--- src/rtl/my_bus_pkg.sv ---
// Shared types and default widths for the MyBus Stage-2 timing scheduler.
package my_bus_pkg;

  localparam int CNT_W_DEF  = 8;
  localparam int PEND_W_DEF = 3;

  // Top-level job sequencing states
  typedef enum logic [2:0] {
    IDLE,
    WAIT1,
    TX1,
    WAIT2,
    TX2
  } sched_state_e;

  // Per-channel timing states; CH_EXEC is the single execute cycle
  typedef enum logic [1:0] {
    CH_IDLE,
    CH_WAIT,
    CH_EXEC,
    CH_TX
  } chan_state_e;

endpackage

--- src/rtl/my_bus_stage2_sched_if.sv ---
// Stage-1 handshake in, Stage-3/Stage-4 timing strobes out.
// master: the Stage-1/observer side; slave: the scheduler.
interface my_bus_stage2_sched_if;

  logic ready_i;
  logic data_ready_i;
  logic execute1_o;
  logic data_tx1_o;
  logic execute2_o;
  logic data_tx2_o;

  modport master (
    output ready_i,
    output data_ready_i,
    input  execute1_o,
    input  data_tx1_o,
    input  execute2_o,
    input  data_tx2_o
  );

  modport slave (
    input  ready_i,
    input  data_ready_i,
    output execute1_o,
    output data_tx1_o,
    output execute2_o,
    output data_tx2_o
  );

endinterface

--- src/rtl/my_bus_stage2_chan.sv ---
// One timing channel: after start, waits dly cycles, emits a one-cycle execute
// pulse, then a txlen-cycle transmit window. done_o marks the channel's last
// active cycle so the next phase can begin on the following cycle.
module my_bus_stage2_chan
  import my_bus_pkg::*;
#(
  parameter int CNT_W = CNT_W_DEF
) (
  input  logic             clk,
  input  logic             rst_n,
  input  logic             abort_i,
  input  logic             start_i,
  input  logic [CNT_W-1:0] dly_i,
  input  logic [CNT_W-1:0] txlen_i,
  output logic             exec_o,
  output logic             tx_o,
  output logic             done_o
);

  chan_state_e      state_q, state_d;
  logic [CNT_W-1:0] cnt_q, cnt_d;
  logic [CNT_W-1:0] txlen_q, txlen_d;
  logic             exec_q, exec_d;
  logic             tx_q, tx_d;

  // Next-state: countdown through wait, execute, transmit; outputs follow next state
  always_comb begin
    state_d = state_q;
    cnt_d   = cnt_q;
    txlen_d = txlen_q;
    unique case (state_q)
      CH_IDLE: begin
        if (start_i) begin
          txlen_d = txlen_i;
          if (dly_i == '0) begin
            state_d = CH_EXEC;
          end else begin
            state_d = CH_WAIT;
            cnt_d   = dly_i - CNT_W'(1);
          end
        end
      end
      CH_WAIT: begin
        if (cnt_q == '0) state_d = CH_EXEC;
        else             cnt_d   = cnt_q - CNT_W'(1);
      end
      CH_EXEC: begin
        if (txlen_q == '0) begin
          state_d = CH_IDLE;
        end else begin
          state_d = CH_TX;
          cnt_d   = txlen_q - CNT_W'(1);
        end
      end
      CH_TX: begin
        if (cnt_q == '0) state_d = CH_IDLE;
        else             cnt_d   = cnt_q - CNT_W'(1);
      end
      default: state_d = CH_IDLE;
    endcase
    if (abort_i) begin
      state_d = CH_IDLE;
      cnt_d   = '0;
    end
    exec_d = (state_d == CH_EXEC);
    tx_d   = (state_d == CH_TX);
  end

  // Channel state, counter and registered strobes
  always_ff @(posedge clk or negedge rst_n) begin
    if (!rst_n) begin
      state_q <= CH_IDLE;
      cnt_q   <= '0;
      txlen_q <= '0;
      exec_q  <= 1'b0;
      tx_q    <= 1'b0;
    end else begin
      state_q <= state_d;
      cnt_q   <= cnt_d;
      txlen_q <= txlen_d;
      exec_q  <= exec_d;
      tx_q    <= tx_d;
    end
  end

  assign exec_o = exec_q;
  assign tx_o   = tx_q;
  assign done_o = ((state_q == CH_EXEC) && (txlen_q == '0)) ||
                  ((state_q == CH_TX) && (cnt_q == '0));

endmodule

--- src/rtl/my_bus_stage2_sched.sv ---
// MyBus Stage-2 timing scheduler: queues accepted Stage-1 strobes and runs
// one phase-1 (execute1/dataTx1) and optionally phase-2 (execute2/dataTx2)
// timing sequence per job. Optional feature macro: MYBUS_STAGE2_CH2_EN enables
// the second phase; without it jobs end after phase 1 and the Stage-4 strobes
// are held low.
module my_bus_stage2_sched
  import my_bus_pkg::*;
#(
  parameter int CNT_W  = CNT_W_DEF,
  parameter int PEND_W = PEND_W_DEF
) (
  input  logic                 clk,
  input  logic                 rst_n,
  my_bus_stage2_sched_if.slave bus,
  input  logic [CNT_W-1:0]     cfg_dly1_i,
  input  logic [CNT_W-1:0]     cfg_dly2_i,
  input  logic [CNT_W-1:0]     cfg_txlen_i,
  input  logic                 abort_i,
  input  logic                 clr_ovf_i,
  output logic                 busy_o,
  output logic [PEND_W-1:0]    pending_o,
  output logic                 overflow_o
);

  localparam logic [PEND_W-1:0] PEND_MAX = '1;

  sched_state_e      state_q, state_d;
  logic [PEND_W-1:0] pending_q, pending_d;
  logic              ovf_q, ovf_d;
  logic              busy_q, busy_d;
  logic              accept, start1, ovf_set;
  logic              exec1, tx1, done1;
  logic              exec2, tx2, done2;

  // A job may start only from IDLE with a registered non-zero queue; abort blocks both
  assign accept = bus.ready_i & bus.data_ready_i & ~abort_i;
  assign start1 = (state_q == IDLE) && (pending_q != '0) && !abort_i;

  my_bus_stage2_chan #(.CNT_W(CNT_W)) u_chan1 (
    .clk     (clk),
    .rst_n   (rst_n),
    .abort_i (abort_i),
    .start_i (start1),
    .dly_i   (cfg_dly1_i),
    .txlen_i (cfg_txlen_i),
    .exec_o  (exec1),
    .tx_o    (tx1),
    .done_o  (done1)
  );

`ifdef MYBUS_STAGE2_CH2_EN
  logic [CNT_W-1:0] dly2_q, dly2_d;
  logic [CNT_W-1:0] txlen2_q, txlen2_d;

  // Phase-2 settings are frozen at job start so mid-job cfg writes hit the next job
  always_comb begin
    dly2_d   = dly2_q;
    txlen2_d = txlen2_q;
    if (start1) begin
      dly2_d   = cfg_dly2_i;
      txlen2_d = cfg_txlen_i;
    end
  end

  // Phase-2 snapshot registers
  always_ff @(posedge clk or negedge rst_n) begin
    if (!rst_n) begin
      dly2_q   <= '0;
      txlen2_q <= '0;
    end else begin
      dly2_q   <= dly2_d;
      txlen2_q <= txlen2_d;
    end
  end

  my_bus_stage2_chan #(.CNT_W(CNT_W)) u_chan2 (
    .clk     (clk),
    .rst_n   (rst_n),
    .abort_i (abort_i),
    .start_i (done1),
    .dly_i   (dly2_q),
    .txlen_i (txlen2_q),
    .exec_o  (exec2),
    .tx_o    (tx2),
    .done_o  (done2)
  );
`else
  logic [CNT_W-1:0] unused_dly2;
  assign unused_dly2 = cfg_dly2_i;
  assign exec2 = 1'b0;
  assign tx2   = 1'b0;
  assign done2 = 1'b0;
`endif

  // Job sequencing: follows channel progress, abort forces IDLE
  always_comb begin
    state_d = state_q;
    unique case (state_q)
      IDLE:  if (start1) state_d = WAIT1;
`ifdef MYBUS_STAGE2_CH2_EN
      WAIT1: begin
        if (done1)      state_d = WAIT2;
        else if (exec1) state_d = TX1;
      end
      TX1:   if (done1) state_d = WAIT2;
      WAIT2: begin
        if (done2)      state_d = IDLE;
        else if (exec2) state_d = TX2;
      end
      TX2:   if (done2) state_d = IDLE;
`else
      WAIT1: begin
        if (done1)      state_d = IDLE;
        else if (exec1) state_d = TX1;
      end
      TX1:   if (done1) state_d = IDLE;
      WAIT2: state_d = IDLE;
      TX2:   state_d = IDLE;
`endif
      default: state_d = IDLE;
    endcase
    if (abort_i) state_d = IDLE;
    busy_d = (state_d != IDLE);
  end

  // Pending count with saturation; sticky overflow where set beats clear
  always_comb begin
    pending_d = pending_q;
    ovf_set   = 1'b0;
    if (abort_i) begin
      pending_d = '0;
    end else if (accept && !start1) begin
      if (pending_q == PEND_MAX) ovf_set   = 1'b1;
      else                       pending_d = pending_q + PEND_W'(1);
    end else if (!accept && start1) begin
      pending_d = pending_q - PEND_W'(1);
    end
    if (ovf_set)        ovf_d = 1'b1;
    else if (clr_ovf_i) ovf_d = 1'b0;
    else                ovf_d = ovf_q;
  end

  // Control and status registers
  always_ff @(posedge clk or negedge rst_n) begin
    if (!rst_n) begin
      state_q   <= IDLE;
      pending_q <= '0;
      ovf_q     <= 1'b0;
      busy_q    <= 1'b0;
    end else begin
      state_q   <= state_d;
      pending_q <= pending_d;
      ovf_q     <= ovf_d;
      busy_q    <= busy_d;
    end
  end

  assign bus.execute1_o = exec1;
  assign bus.data_tx1_o = tx1;
  assign bus.execute2_o = exec2;
  assign bus.data_tx2_o = tx2;
  assign busy_o         = busy_q;
  assign pending_o      = pending_q;
  assign overflow_o     = ovf_q;

endmodule

--- src/flat_wrapper.sv ---
// flat-port wrapper written by rule: the top's interface ports become plain ports
module my_bus_stage2_sched_flat import my_bus_pkg::*;
#(
  parameter int CNT_W  = CNT_W_DEF,
  parameter int PEND_W = PEND_W_DEF
)
  (clk, rst_n, cfg_dly1_i, cfg_dly2_i, cfg_txlen_i, abort_i, clr_ovf_i, busy_o, pending_o, overflow_o, bus_ready_i, bus_data_ready_i, bus_execute1_o, bus_data_tx1_o, bus_execute2_o, bus_data_tx2_o);
  my_bus_stage2_sched_if bus_i ();
  input  logic clk;
  input  logic rst_n;
  input  logic [CNT_W-1:0] cfg_dly1_i;
  input  logic [CNT_W-1:0] cfg_dly2_i;
  input  logic [CNT_W-1:0] cfg_txlen_i;
  input  logic abort_i;
  input  logic clr_ovf_i;
  output logic busy_o;
  output logic [PEND_W-1:0] pending_o;
  output logic overflow_o;
  input wire logic [$bits(bus_i.ready_i)-1:0] bus_ready_i;
  input wire logic [$bits(bus_i.data_ready_i)-1:0] bus_data_ready_i;
  output wire logic [$bits(bus_i.execute1_o)-1:0] bus_execute1_o;
  output wire logic [$bits(bus_i.data_tx1_o)-1:0] bus_data_tx1_o;
  output wire logic [$bits(bus_i.execute2_o)-1:0] bus_execute2_o;
  output wire logic [$bits(bus_i.data_tx2_o)-1:0] bus_data_tx2_o;
  assign bus_i.ready_i = bus_ready_i;
  assign bus_i.data_ready_i = bus_data_ready_i;
  assign bus_execute1_o = bus_i.execute1_o;
  assign bus_data_tx1_o = bus_i.data_tx1_o;
  assign bus_execute2_o = bus_i.execute2_o;
  assign bus_data_tx2_o = bus_i.data_tx2_o;
  my_bus_stage2_sched #(.CNT_W(CNT_W), .PEND_W(PEND_W)) u_core (.clk(clk), .rst_n(rst_n), .bus(bus_i), .cfg_dly1_i(cfg_dly1_i), .cfg_dly2_i(cfg_dly2_i), .cfg_txlen_i(cfg_txlen_i), .abort_i(abort_i), .clr_ovf_i(clr_ovf_i), .busy_o(busy_o), .pending_o(pending_o), .overflow_o(overflow_o));
endmodule
--- config.mk ---
export PLATFORM = sky130hd
export DESIGN_NAME = my_bus_stage2_sched_flat
export DESIGN_NICKNAME = d
export VERILOG_FILES = /design/src/rtl/my_bus_pkg.sv /design/src/rtl/my_bus_stage2_sched_if.sv /design/src/rtl/my_bus_stage2_chan.sv /design/src/rtl/my_bus_stage2_sched.sv /design/src/flat_wrapper.sv
export SDC_FILE = /design/constraint.sdc
export NUM_CORES = 1
export LEC_CHECK = 0
export CAP_MARGIN = 20
export CELL_PAD_IN_SITES_DETAIL_PLACEMENT = 1
export CELL_PAD_IN_SITES_GLOBAL_PLACEMENT = 1
export CORE_MARGIN = 2
export CORE_UTILIZATION = 52
export CTS_CLUSTER_SIZE = 40
export DETAILED_ROUTE_END_ITERATION = 8
export DONT_BUFFER_PORTS = 1
export PLACE_DENSITY_LB_ADDON = 0.1
export SETUP_SLACK_MARGIN = 0.4
export SLEW_MARGIN = 20
export SYNTH_ARGS = -nofsm -noshare
export SYNTH_HDL_FRONTEND = slang
export SYNTH_HIERARCHICAL = 1
export SYNTH_SLANG_ARGS = --single-unit
--- constraint.sdc ---
create_clock -name clk -period 5.4 [get_ports clk]
set_input_delay 0.81 -clock clk [delete_from_list [all_inputs] [get_ports clk]]
set_output_delay 0.81 -clock clk [all_outputs]
set_load 0.02 [all_outputs]
==> out/metrics.cfg, run 1 <==
[global_route]
grt-ovfl-total=0
via_count_of_the_first_global_routing_pass=1444
grt_pass1_wl_um=7050
grt_max_degree=29
initial_antenna_violation_count=0
global_route.usage.total_pct=23.2

[power]
pwr_dens_mw_per_mm2=557
cellLeakagePower_nw=0.752
vdd.ir_drop.worst_mv=0.221

[worst_setup_path]
cp.arrival_ns=3.24
timing.critical_path.cells=nor3_1, nand2_1, nor2_1, nor2b_1, and2_1, a221o_1, nor2_1, a311oi_2
start_kind=register
crit_path_cell_count=8
reg2reg_from=u_core/state_q[1]
worst-r2r-setup-slack_ns=2.41
critPathMaxFanout=14
timing.critical_path.slowest_stage_cell=a221o_1
setup.worst_path.end=u_core/u_chan1/cnt_q[5]
critPathLaunch=u_core/state_q[1]
worst_setup_path_end_kind=register
cp_top_family=simple AND/OR/NAND/NOR gates
critical_path.most_common_cell=nor2_1
reg2reg_capture_point=u_core/u_chan1/cnt_q[5]
worst_r2r_path_depth=8
cp_num_buf_inv=0
cpPeakStageDelay_ns=0.59
critPathKind=register to register
critPathRequiredTime_ns=5.65

[cts]
clock-sinks=28
tritoncts=yes
cts_max_path_buffers=2
postCtsResizedCells=0
cts_inserted_buffers=3
cts.clk_slew.worst_paths_ns=0.16
post-cts-setup-buffers=0
insertion_delay_ns=0.34
cts-htree-levels=1
hold_fix_buffers_cts=0
root_buffer_master=clkbuf_4

[routing]
first_pass_iters=4
detail-route-antenna-nets=0
dr.first_iter.drc_count=63
route.detailed.wl_per_inst_um=19.3
postRouteWirelength_um=4180
drcViolationCount=0
vias=1335
route.detailed.vias_per_inst=6.18

[yosys]
post_synth.cell_area_avg_um2=10.1
synthFlopType=dfrtp_1
ys_async_sr_fraction_pct=100
synth_area_leader_cell=dfrtp_1
yosys_warnings=6
sequential_to_total_area_share_from_yosys_stat_pct=39.7
synth_area_leaders=dfrtp_1 40%, mux2_2 5.1%, nor4_1 5.0%
synth_top_area_share_pct=39.7
synth_seq_cells=28
synth_cells=174
syn-cell-area_mm2=0.00176
synth_enable_flop_cells=0
netlist-cell-type-count=51

[cells_and_area]
postLayoutCellArea_mm2=0.00181
mostFrequentLayoutCell=dfrtp_1
insertedDiodeCount=0
multi_input_comb_area_um2=980
layout.cells.most_common_list=28 x dfrtp_1, 14 x nor4_1, 12 x nor2_1
final_core_util_pct=55.0
areaGrowthSynthToFinish_pct=2.55
num-fill-cells=376
finish.net_count=203
ff_latch_area_um2=701
post_route_cells_drive_above_1_share_pct=14.7

[timing]
setup_total_negative_slack_ns=0
final-max-slew-violation-count=0
timing.final.setup_violations=0
report.final.hold_viol_count=0
peak_freq_mhz=335
slew_headroom_pct=59.9
min_period_ns=2.99
skew_ns=0.0133
fin_crit_sh_pct=55.3
grt_setup_unrepaired=no
tightest_slew_ns=0.596

[die]
dieArea_mm2=0.00387
floorplan.die.width_um=62.2
ioPinCount=39
die_y_um=62.2
std_cell_rows=21
core-area_mm2=0.00328
initial_core_util_pct=53.7

[job]
max_cap_viol_count=0

[worst_hold_path]
min-delay-path-class=input port to asynchronous set/reset pin

[place]
portBuffers=0
gpl.final_weighted_congestion=0.840
dp_hpwl_um=3190
placement_cell_area_mm2=0.00177

[status]
status=finished, final reports clean

layout make-up:
class / instances / area share (%)
clock buffer: 4 / 2.01
inverter: 9 / 1.87
sequential: 28 / 38.8
multi-input combinational: 129 / 54.2
tap: 46 / 3.18
per-stage QoR:
stage | std cells | setup slack, ns | hold slack (ns) | power, W
2_1_floorplan | 176 | 2.88 | 0.457 | 0.000808
3_3_place_gp | 212 | 2.60 | 0.485 | 0.000871
3_5_place_dp | 212 | 2.53 | 0.493 | 0.000904
4_1_cts | 216 | 2.44 | 0.117 | 0.00101
5_1_grt | 216 | 2.16 | 0.0951 | 0.00108
6_report | 216 | 2.41 | 0.129 | 0.00101
worst reg2reg max path, delay by kind of cell, from the launching register on:
kind / cells / cell delay (ns)
simple gates: 6 / 1.62
compound gates: 2 / 0.83
flops: 1 / 0.44
cell families (layout without fill, tap and decap cells):
group                      count (synthesis)  count (layout)  synth area share (%)
buffers and inverters                     19              13                  5.11
AOI/OAI and AO/OA                         30              30                  11.6
adders and majority gates                  2               2                  1.85
and+or+nand+nor                           65              65                  21.5
DFF                                       28              28                  39.7
xor gates and xnor gates                   6               6                  3.76
other                                      1               3                 0.213
muxes                                     23              23                  16.3
per-layer routing:
layer | global-route usage (%) | part of all wire, %
met1 | 27.5 | 41
met2 | 42.0 | 53
met3 | 4.35 | 3.9
met4 | 8.33 | 2.2
met5 | 0 | 0
worst min path at each step:
stage	from	endpoint	slack [ns]	cells past startpoint
global route	rst_n	u_core/pending_o[1]	0.1	0
floorplan	u_core/state_q[2]	u_core/state_q[1]	0.46	1
global placement	u_core/state_q[2]	u_core/state_q[1]	0.49	1
detailed placement	u_core/state_q[2]	u_core/state_q[1]	0.49	1
CTS	rst_n	u_core/busy_o	0.12	0
finish	rst_n	u_core/state_q[2]	0.13	0
power breakdown:
group          switching (W)  internal, W  leakage [nW]
Sequential          0.000116     0.000282         0.367
Clock              0.0000655    0.0000414        0.0210
Combinational       0.000263     0.000240         0.365
Total               0.000444     0.000564         0.752
flip-flops by register name, indices dropped and copies added, names as in the netlist:
name and cells:
u_core/busy_o 1, u_core/overflow_o 1, u_core/pending_o 3, u_core/state_q 3
u_core/u_chan1/cnt_q 8, u_core/u_chan1/exec_o 1, u_core/u_chan1/state_q 2, u_core/u_chan1/tx_o 1
u_core/u_chan1/txlen_q 8
cell usage after synthesis, drive strengths merged (3+ instances only):
cell    instances
dfrtp          28
nor4           14
mux2           13
nor2           13
mux2i          10
a21oi           9
inv             9
nor3            8
buf             6
o21ai           6
nand2           5
nand3           5
a211oi          4
clkbuf          4
nor2b           4
xnor2           4
and2            3
or3             3
(Power assumes the default switching activity.)
==> run 2: changes to the inputs <==
--- a/config.mk
+++ b/config.mk
@@ -9,7 +9,7 @@
 export CELL_PAD_IN_SITES_DETAIL_PLACEMENT = 1
 export CELL_PAD_IN_SITES_GLOBAL_PLACEMENT = 1
 export CORE_MARGIN = 2
-export CORE_UTILIZATION = 52
+export CORE_UTILIZATION = 48
 export CTS_CLUSTER_SIZE = 40
 export DETAILED_ROUTE_END_ITERATION = 8
 export DONT_BUFFER_PORTS = 1
==> constraint.sdc (replaced) <==
create_clock -name clk -period 2.85 [get_ports clk]
set_input_delay 0.4275 -clock clk [delete_from_list [all_inputs] [get_ports clk]]
set_output_delay 0.4275 -clock clk [all_outputs]
set_load 0.02 [all_outputs]
==> out/metrics.cfg, run 2 (synthesis gave the netlist of run 1 again) <==
[routing]
route.top_layer_used=met4  ; unchanged
vias=1403  ; was 1335
route.detailed.vias_per_inst=6.21  ; was 6.18
dr.first_iter.drc_count=66  ; was 63
drcViolationCount=0  ; unchanged
route.detailed.wl_per_inst_um=19.6  ; was 19.3 µm
first_pass_iters=4  ; unchanged
dr_wl_met2_um=2410  ; was 2220 µm
detail-route-antenna-nets=0  ; unchanged
met3WireLength_um=154  ; was 163 µm
postRouteWirelength_um=4440  ; was 4180 µm
drt-met1-wl_um=1830  ; was 1700 µm

[die]
die_y_um=64.6  ; was 62.2 µm
dieArea_mm2=0.00417  ; was 0.00387 mm²
floorplan.die.width_um=64.6  ; was 62.2 µm
std_cell_rows=22  ; was 21
core-area_mm2=0.00361  ; was 0.00328 mm²
initial_core_util_pct=48.9  ; was 53.7%
ioPinCount=39  ; unchanged

[worst_setup_path]
worst_setup_path_end_kind=register  ; unchanged
reg2reg_from=u_core/u_chan1/state_q[1]  ; was u_core/state_q[1]
worst_r2r_path_depth=7  ; was 8
worst-r2r-setup-slack_ns=0.56  ; was 2.41 ns
critPathRequiredTime_ns=3.03  ; was 5.65 ns
cp.arrival_ns=2.47  ; was 3.24 ns
reg2reg_capture_point=u_core/u_chan1/cnt_q[6]  ; was u_core/u_chan1/cnt_q[5]
start_kind=register  ; unchanged
critPathKind=register to register  ; unchanged
critPathMaxFanout=4  ; was 14

[timing]
timing.final.setup_violations=0  ; unchanged
slew_headroom_pct=63.8  ; was 59.9%
skew_ns=0.00563  ; was 0.0133 ns
peak_freq_mhz=436  ; was 335 MHz
min_period_ns=2.29  ; was 2.99 ns
grt_setup_unrepaired=no  ; unchanged
report.final.hold_viol_count=0  ; unchanged
fin_crit_sh_pct=80.5  ; was 55.3%
final.hold.worst_slack_ns=0.210  ; was 0.129 ns
tightest_slew_ns=0.537  ; was 0.596 ns
setup_total_negative_slack_ns=0  ; unchanged
final-max-slew-violation-count=0  ; unchanged

[worst_hold_path]
worst_hold_path.num_cells=1
worst_case_hold_path_end_point=u_core/state_q[0]
worst_hold_startpoint=abort_i
min-delay-path-class=input port to register  ; was input port to asynchronous set/reset pin

[cells_and_area]
insertedDiodeCount=0  ; unchanged
post_route_cells_drive_above_1_share_pct=20.8  ; was 14.7%
biggestRegsByFlops=u_core/u_chan1/cnt_q: 8 flops, u_core/u_chan1/txlen_q: 8 flops  ; unchanged
postLayoutCellArea_mm2=0.00195  ; was 0.00181 mm²
areaGrowthSynthToFinish_pct=10.4  ; was 2.55%
final_cells=226  ; was 216
finish.net_count=211  ; was 203
layout.cells.most_common_list=27 x dfrtp_1, 14 x nor4_1, 12 x nor2_1  ; was 28 x dfrtp_1, 14 x nor4_1, 12 x nor2_1
mostFrequentLayoutCell=dfrtp_1  ; unchanged

[cts]
cts_max_path_buffers=2  ; unchanged
cts_inserted_buffers=3  ; unchanged
tritoncts=yes  ; unchanged
root_buffer_master=clkbuf_8  ; was clkbuf_4
cts-htree-levels=1  ; unchanged
insertion_delay_ns=0.27  ; was 0.34 ns
clock-sinks=28  ; unchanged
cts.clk_slew.worst_paths_ns=0.09  ; was 0.16 ns
post-cts-setup-buffers=0  ; unchanged

[job]
max_cap_viol_count=0  ; unchanged

[power]
total_power_w=0.00216  ; was 0.00101 W
cellLeakagePower_nw=0.813  ; was 0.752 nW
vdd.ir_drop.worst_mv=0.485  ; was 0.221 mV
pwr_dens_mw_per_mm2=1110  ; was 557 mW/mm²

[global_route]
global_route.usage.total_pct=23.5  ; was 23.2%
grt_pass1_wl_um=7510  ; was 7050 µm
via_count_of_the_first_global_routing_pass=1489  ; was 1444
grt_max_degree=29  ; unchanged
grt-ovfl-total=0  ; unchanged
initial_antenna_violation_count=0  ; unchanged

[place]
placement_cell_area_mm2=0.00181  ; was 0.00177 mm²
portBuffers=0  ; unchanged
dp_hpwl_um=3230  ; was 3190 µm
inst_count_dp=219  ; was 212
gpl.final_weighted_congestion=0.833  ; was 0.840

[status]
status=finished, final reports clean  ; unchanged

[run 2: final cells by class]
class,instances,area [µm²]
Tap cell,48,60.1
Sequential cell,28,702
Clock buffer,3,41.3
Multi-Input combinational cell,130,1010
Inverter,9,36.3
Fill cell,411,1660
Timing Repair Buffer,7,67.6
Clock inverter,1,30.0
[run 2: routing by layer]
layer  up-vias  track usage [%]
met5         -                0
met4         0             6.65
met3         4             2.60
met2        31             44.4
met1       720             28.0
li1        648                -
[run 2: worst max path at each step]
stage                                         start                      end  cells after the start
after floorplan                 u_core/pending_o[1]  u_core/u_chan1/cnt_q[1]                      9
after global placement          u_core/pending_o[0]  u_core/u_chan1/cnt_q[5]                      8
after detailed placement        u_core/pending_o[0]  u_core/u_chan1/cnt_q[5]                      8
after CTS                       u_core/pending_o[0]  u_core/u_chan1/cnt_q[1]                      7
after global routing      u_core/u_chan1/state_q[1]  u_core/u_chan1/cnt_q[6]                      7
final                     u_core/u_chan1/state_q[1]  u_core/u_chan1/cnt_q[6]                      7
[run 2: power breakdown]
group	internal (W)	switching, W	total (W)	leakage [nW]
registers	0.000538	0.000161	0.000699	0.365
logic	0.000525	0.000626	0.00115	0.412
clock network	0.000188	0.000119	0.000307	0.0357
[run 2: critical path: stages (launching register included)]
cell	delay, ns
dfrtp_1	0.43
mux2_4	0.33
mux2i_4	0.21
ha_4	0.20
o311ai_1	0.14
or4b_1	0.51
xnor2_1	0.14
a211oi_1	0.24
[run 2: metrics by stage]
step | setup slack (ns) | util, %
3_5_place_dp | 0.212 | 50.2
2_1_floorplan | 0.506 | -
5_1_grt | 0.414 | 54.0
6_report | 0.557 | 54.0
4_1_cts | 0.413 | 53.5
3_3_place_gp | 0.281 | 50.2
[run 2: repair_timing]
item                                    CTS  global route
resized for setup                         4             5
pin swaps                                 1             1
endpoints found under the setup margin    9             8
cloned                                    1             0
hold buffers                              2             0
endpoints found under the hold margin    28             0
